===== config.mk =====
export PLATFORM = sky130hd
export DESIGN_NAME = smc_counter_lite9_flat
export DESIGN_NICKNAME = d
export VERILOG_FILES = /design/src/rtl/smc_counter_lite9_if.sv /design/src/rtl/smc_counter_lite9.sv /design/src/flat_wrapper.sv
export SDC_FILE = /design/constraint.sdc
export NUM_CORES = 1
export LEC_CHECK = 0
export ABC_AREA = 1
export BUFFER_PORTS_ARGS = -buffer_cell sky130_fd_sc_hd__clkbuf_2
export CAP_MARGIN = 40
export CORE_MARGIN = 5
export CORE_UTILIZATION = 52
export CTS_CLUSTER_SIZE = 24
export DETAILED_ROUTE_END_ITERATION = 8
export PLACE_DENSITY = 0.8
export RECOVER_POWER = 50
export SLEW_MARGIN = 20
export SYNTH_ARGS = -nofsm -noshare
export SYNTH_HDL_FRONTEND = slang
export SYNTH_SLANG_ARGS = --single-unit
export TNS_END_PERCENT = 1

===== constraint.sdc =====
create_clock -name sys_clk9 -period 2.1 [get_ports sys_clk9]
set_clock_uncertainty 0.1 [all_clocks]
set_input_delay 0.315 -clock sys_clk9 [delete_from_list [all_inputs] [get_ports sys_clk9]]
set_output_delay 0.315 -clock sys_clk9 [all_outputs]
set_load 0.005 [all_outputs]

===== src/rtl/smc_counter_lite9_if.sv =====
// Signal bundle between the SMC state machine and the timing counter stage.
// valid_access9 is a one-cycle accept strobe with no back-pressure; counts are registered.
interface smc_counter_lite9_if;
  logic       valid_access9;
  logic [4:0] r_smc_currentstate9;
  logic [4:0] smc_nextstate9;
  logic       ws_enable9;
  logic       cste_enable9;
  logic [1:0] cfg_tcsle9;
  logic [1:0] cfg_tcste9;
  logic [7:0] cfg_twait9;
  logic [1:0] cfg_toete9;
  logic [1:0] r_csle_count9;
  logic [1:0] r_cste_count9;
  logic [7:0] r_ws_count9;
  logic [1:0] r_csle_store9;
  logic [1:0] r_oete_store9;

  modport master (
    output valid_access9, r_smc_currentstate9, smc_nextstate9, ws_enable9, cste_enable9,
    output cfg_tcsle9, cfg_tcste9, cfg_twait9, cfg_toete9,
    input  r_csle_count9, r_cste_count9, r_ws_count9, r_csle_store9, r_oete_store9
  );

  modport slave (
    input  valid_access9, r_smc_currentstate9, smc_nextstate9, ws_enable9, cste_enable9,
    input  cfg_tcsle9, cfg_tcste9, cfg_twait9, cfg_toete9,
    output r_csle_count9, r_cste_count9, r_ws_count9, r_csle_store9, r_oete_store9
  );
endinterface


===== src/rtl/smc_counter_lite9.sv =====
// Timing counter stage of the lite SMC: loads CSLE/WS/CSTE counts per access,
// reloads them per beat of a multiple access and counts them down under the FSM enables.
module smc_counter_lite9 (
  input  logic                 sys_clk9,
  input  logic                 n_sys_reset9,
  smc_counter_lite9_if.slave   bus
);
  localparam logic [4:0] SMC_IDLE9  = 5'b00001;
  localparam logic [4:0] SMC_LE9    = 5'b00010;
  localparam logic [4:0] SMC_RW9    = 5'b00100;
  localparam logic [4:0] SMC_STORE9 = 5'b01000;
  localparam logic [4:0] SMC_FLOAT9 = 5'b10000;

  logic [1:0] csle_count, cste_count, csle_store, cste_store, oete_store;
  logic [7:0] ws_count, ws_store;
  logic       cur_rw, cur_float, cur_le, nxt_le, nxt_rw;
  logic       beat_restart, csle_dec, ws_dec, cste_dec;

  always_comb begin
    cur_rw    = (bus.r_smc_currentstate9 == SMC_RW9);
    cur_float = (bus.r_smc_currentstate9 == SMC_FLOAT9);
    cur_le    = (bus.r_smc_currentstate9 == SMC_LE9);
    nxt_le    = (bus.smc_nextstate9 == SMC_LE9);
    nxt_rw    = (bus.smc_nextstate9 == SMC_RW9);
    // A new beat starts when a multiple access loops back to LE or RW; an
    // accepted access always takes priority, so it masks the reload.
    beat_restart = ~bus.valid_access9 &
                   (((cur_rw | cur_float) & nxt_le) |
                    (cur_float & nxt_rw) |
                    (cur_rw & nxt_rw & (ws_count == 8'd0) & (cste_count == 2'd0)));
    csle_dec = cur_le & (csle_count != 2'd0);
    ws_dec   = bus.ws_enable9 & (ws_count != 8'd0);
    cste_dec = bus.cste_enable9 & (cste_count != 2'd0);
  end

  always_ff @(posedge sys_clk9 or negedge n_sys_reset9) begin
    if (!n_sys_reset9) begin
      csle_count <= 2'd0;
      cste_count <= 2'd0;
      ws_count   <= 8'd0;
    end else begin
      if (bus.valid_access9)  csle_count <= bus.cfg_tcsle9;
      else if (beat_restart)  csle_count <= csle_store;
      else if (csle_dec)      csle_count <= csle_count - 2'd1;

      if (bus.valid_access9)  ws_count <= bus.cfg_twait9;
      else if (beat_restart)  ws_count <= ws_store;
      else if (ws_dec)        ws_count <= ws_count - 8'd1;

      if (bus.valid_access9)  cste_count <= bus.cfg_tcste9;
      else if (beat_restart)  cste_count <= cste_store;
      else if (cste_dec)      cste_count <= cste_count - 2'd1;
    end
  end

  // Per-access stores: config is only sampled when an access is accepted.
  always_ff @(posedge sys_clk9 or negedge n_sys_reset9) begin
    if (!n_sys_reset9) begin
      csle_store <= 2'd0;
      cste_store <= 2'd0;
      oete_store <= 2'd0;
      ws_store   <= 8'd0;
    end else if (bus.valid_access9) begin
      csle_store <= bus.cfg_tcsle9;
      cste_store <= bus.cfg_tcste9;
      oete_store <= bus.cfg_toete9;
      ws_store   <= bus.cfg_twait9;
    end
  end

  assign bus.r_csle_count9 = csle_count;
  assign bus.r_cste_count9 = cste_count;
  assign bus.r_ws_count9   = ws_count;
  assign bus.r_csle_store9 = csle_store;
  assign bus.r_oete_store9 = oete_store;
endmodule


===== src/flat_wrapper.sv =====
// flat-port wrapper written by rule: the top's interface ports become plain ports
module smc_counter_lite9_flat 
  (sys_clk9, n_sys_reset9, bus_valid_access9, bus_r_smc_currentstate9, bus_smc_nextstate9, bus_ws_enable9, bus_cste_enable9, bus_cfg_tcsle9, bus_cfg_tcste9, bus_cfg_twait9, bus_cfg_toete9, bus_r_csle_count9, bus_r_cste_count9, bus_r_ws_count9, bus_r_csle_store9, bus_r_oete_store9);
  smc_counter_lite9_if bus_i ();
  input  logic sys_clk9;
  input  logic n_sys_reset9;
  input wire logic [$bits(bus_i.valid_access9)-1:0] bus_valid_access9;
  input wire logic [$bits(bus_i.r_smc_currentstate9)-1:0] bus_r_smc_currentstate9;
  input wire logic [$bits(bus_i.smc_nextstate9)-1:0] bus_smc_nextstate9;
  input wire logic [$bits(bus_i.ws_enable9)-1:0] bus_ws_enable9;
  input wire logic [$bits(bus_i.cste_enable9)-1:0] bus_cste_enable9;
  input wire logic [$bits(bus_i.cfg_tcsle9)-1:0] bus_cfg_tcsle9;
  input wire logic [$bits(bus_i.cfg_tcste9)-1:0] bus_cfg_tcste9;
  input wire logic [$bits(bus_i.cfg_twait9)-1:0] bus_cfg_twait9;
  input wire logic [$bits(bus_i.cfg_toete9)-1:0] bus_cfg_toete9;
  output wire logic [$bits(bus_i.r_csle_count9)-1:0] bus_r_csle_count9;
  output wire logic [$bits(bus_i.r_cste_count9)-1:0] bus_r_cste_count9;
  output wire logic [$bits(bus_i.r_ws_count9)-1:0] bus_r_ws_count9;
  output wire logic [$bits(bus_i.r_csle_store9)-1:0] bus_r_csle_store9;
  output wire logic [$bits(bus_i.r_oete_store9)-1:0] bus_r_oete_store9;
  assign bus_i.valid_access9 = bus_valid_access9;
  assign bus_i.r_smc_currentstate9 = bus_r_smc_currentstate9;
  assign bus_i.smc_nextstate9 = bus_smc_nextstate9;
  assign bus_i.ws_enable9 = bus_ws_enable9;
  assign bus_i.cste_enable9 = bus_cste_enable9;
  assign bus_i.cfg_tcsle9 = bus_cfg_tcsle9;
  assign bus_i.cfg_tcste9 = bus_cfg_tcste9;
  assign bus_i.cfg_twait9 = bus_cfg_twait9;
  assign bus_i.cfg_toete9 = bus_cfg_toete9;
  assign bus_r_csle_count9 = bus_i.r_csle_count9;
  assign bus_r_cste_count9 = bus_i.r_cste_count9;
  assign bus_r_ws_count9 = bus_i.r_ws_count9;
  assign bus_r_csle_store9 = bus_i.r_csle_store9;
  assign bus_r_oete_store9 = bus_i.r_oete_store9;
  smc_counter_lite9 u_core (.sys_clk9(sys_clk9), .n_sys_reset9(n_sys_reset9), .bus(bus_i));
endmodule

==> results.yml <==
outcome:
  outcome: "complete, no violations"
synth:
  synth_area_leader_cell: "dfrtp_1"
  synth_warnings: 0
  synth_cells: 230
  syn_area_sq_um: 1600
  synth_enable_flop_cells: 0
  syn-num-nets: 262
  seq_area_frac_synth_pct: 40.6
  synth-seq-cells: 26
  yosysUniqueCellTypes: 25
  syn_avg_cell_area_sq_um: 6.97
  synth_ff_type: "dfrtp_1"
  synth.most_common_cell: "nand2_1"
  synth_top_area_share_pct: 40.6
  synth-async-reset-ratio_pct: 100
  synth_top_cells_by_area: "dfrtp_1, nand2_1, inv_1"
  synthTopCellsByCount: "nand2_1, inv_1, nor2_1, dfrtp_1, nand3_1"
critical_path:
  critPathMaxStageDelay_ns: 0.40
  cp_num_cells: 11
  cpMostUsedCell: "nand2_1"
  cp_top_family: "simple AND/OR/NAND/NOR gates"
  crit_type: "register to register"
  crit_chain: "inv_1 -> ha_2 -> nand3_2 -> o21ai_2 -> nand2_1 -> nand2_2 -> nand2_4 -> buf_4 -> nand2_1 -> nand3_1 -> a21oi_2"
  critPathArrivalTime_ns: 2.05
  cp-end-kind: "register"
  worst_setup_path_start_kind: "register"
  critPathRequiredTime_ns: 2.25
  cp_max_fo: 9
  r2r_slack_ns: 0.21
  crit_path_top_delay_cell: "dfrtp_1"
  critPathBufInv: 2
  ff2ff_path_depth: 11
global_route:
  antenna_found_initial: 0
  grt_max_degree: 27
  track_usage_pct: 18.0
  grt_overflow_total: 0
  grt_pass1_wl_microns: 6130
  grt_pass1_vias: 1498
timing:
  rsz0062_at_grt: "false"
  fmax_mhz: 528
  period_share_pct: 90.2
  min_period_ns: 1.89
  maxSlewViolCount: 0
  hold_violations: 0
  tightestPinTransition_ns: 1.36
  tns_ns: 0
  relSlewSlack_pct: 9.07
  worst_hold_slack_ns: 0.0932
  setup_viol: 0
die:
  die_area_sq_um: 4300
  rows: 20
  fp.dieW_microns: 65.5
  boundaryPins: 45
  die_h_microns: 65.5
  core_area_sq_um: 3000
  start_util_pct: 53.4
routing:
  drc_errors: 0
  postRouteAntennaNets: 0
  wl_per_cell_microns: 11.1
  routed_wirelength_microns: 3420
  drtPass1Iterations: 4
  routed_via_density: 4.95
  drt_iter0_drc: 47
  dr_total_vias: 1531
clock_network:
  cts_root_buf: "clkbuf_4"
  clk_path_buf_depth: 2
  clkLatencyLatePin_ns: 0.31
  htree_levels: 1
  cts_tree: "built"
  cts_buffers: 3
  clk_pin_slew_ns: 0.13
  clock_sinks: 26
power_and_ir_drop:
  vdd_ir_drop_max_uv: 417
  leakage_nw: 1.10
  power_density_nw_per_um2: 645
job:
  drv_cap: 0
cells_and_area:
  fin_nets: 310
  area_growth_pct: 17.6
  fillers: 301
  drive_above_1_share_pct: 22.5
  diodes: 0
placed_design:
  portBuffers: 44
  place_congestion: 0.880
  place.detailed.hpwl_microns: 2690
hold_path:
  hold_depth: 3
  hp-class: "primary input to register"
==> flip-flops by register name, indices dropped and copies added, names as in the netlist <==
signal,flops
u_core.ws_store,8
u_core.bus.r_cste_count9,2
u_core.cste_store,2
u_core.bus.r_csle_count9,2
u_core.bus.r_oete_store9,2
u_core.bus.r_ws_count9,8
u_core.bus.r_csle_store9,2
==> worst min-delay path: stages <==
cell      delay (ns)
clkbuf_2        0.08
nand2_1         0.04
nand2_1         0.05
==> power by group <==
part           internal, mW  leakage, nW  switching, mW
logic                 0.169        0.779          0.210
registers             0.567        0.309         0.0646
clock network        0.0671       0.0138          0.138
==> placed cells by master (no fill, tap or decap), types with 3 or more instances in the layout <==
master / count
clkbuf_1: 3
dfrtp_1: 26
o21ai_0: 3
clkbuf_4: 3
a21oi_2: 3
nand2_1: 85
inv_1: 30
nor2_1: 27
clkbuf_2: 42
nand3_1: 15
a21oi_1: 9
nand4_1: 5
buf_4: 3
==> routing by layer <==
| metal | global-route usage, % | wire length [microns] |
|---|---|---|
| met5 | 0 | 0 |
| met4 | 7.25 | 55 |
| met3 | 2.39 | 170 |
| met2 | 30.3 | 1670 |
| met1 | 23.1 | 1520 |
==> stage by stage <==
stage                     worst slack, ns  instances  power [mW]  utilization [%]  instance area [sq um]
after global routing               0.0424        309        1.32             62.8                   1890
after floorplan                     0.387        230       0.875                -                   1600
after detailed placement            0.197        304        1.02             61.5                   1850
final                               0.206        309        1.22             62.8                   1890
after global placement              0.262        304        1.01             61.5                   1850
after CTS                           0.166        308        1.22             62.6                   1880
==> final timing paths <==
| kind | startpoint | to |
|---|---|---|
| worst max-delay path | u_core.bus.r_ws_count9[0] | u_core.bus.r_ws_count9[2] |
| worst min-delay path | bus_cfg_toete9[0] | u_core.bus.r_oete_store9[0] |
| worst max register to register | u_core.bus.r_ws_count9[0] | u_core.bus.r_ws_count9[2] |
| worst min register to register | u_core.cste_store[1] | u_core.cste_store[1] |
| max in group asynchronous | n_sys_reset9 | u_core.bus.r_csle_count9[0] |
| min in group asynchronous | n_sys_reset9 | u_core.bus.r_oete_store9[0] |
==> cells by family (layout without fill, tap and decap cells) <==
| logic type | count (synthesis) | in the layout | share of synthesized area [%] |
|---|---|---|---|
| compound gates | 20 | 20 | 7.88 |
| xor+xnor | 4 | 4 | 2.18 |
| fa+ha+maj | 3 | 3 | 2.34 |
| buf+inv | 36 | 82 | 9.59 |
| flops | 26 | 26 | 40.6 |
| simple gates | 141 | 141 | 37.4 |
==> timing repair <==
item                                    CTS  global route
endpoints found under the hold margin    26             0
setup buffers                             0             1
endpoints found under the setup margin    0            10
hold buffers                              1             0
resized for setup                         0             2
==> final cells by class <==
| type | instances | area (sq um) | area share [%] |
|---|---|---|---|
| clock buffer | 3 | 22.5 | 1.19 |
| tap | 33 | 41.3 | 2.19 |
| timing repair buffer | 49 | 254 | 13.5 |
| inverter | 30 | 113 | 5.97 |
| multi-input combinational | 168 | 805 | 42.7 |
| sequential | 26 | 651 | 34.5 |
Note: power is estimated with default switching activity, not from simulation.
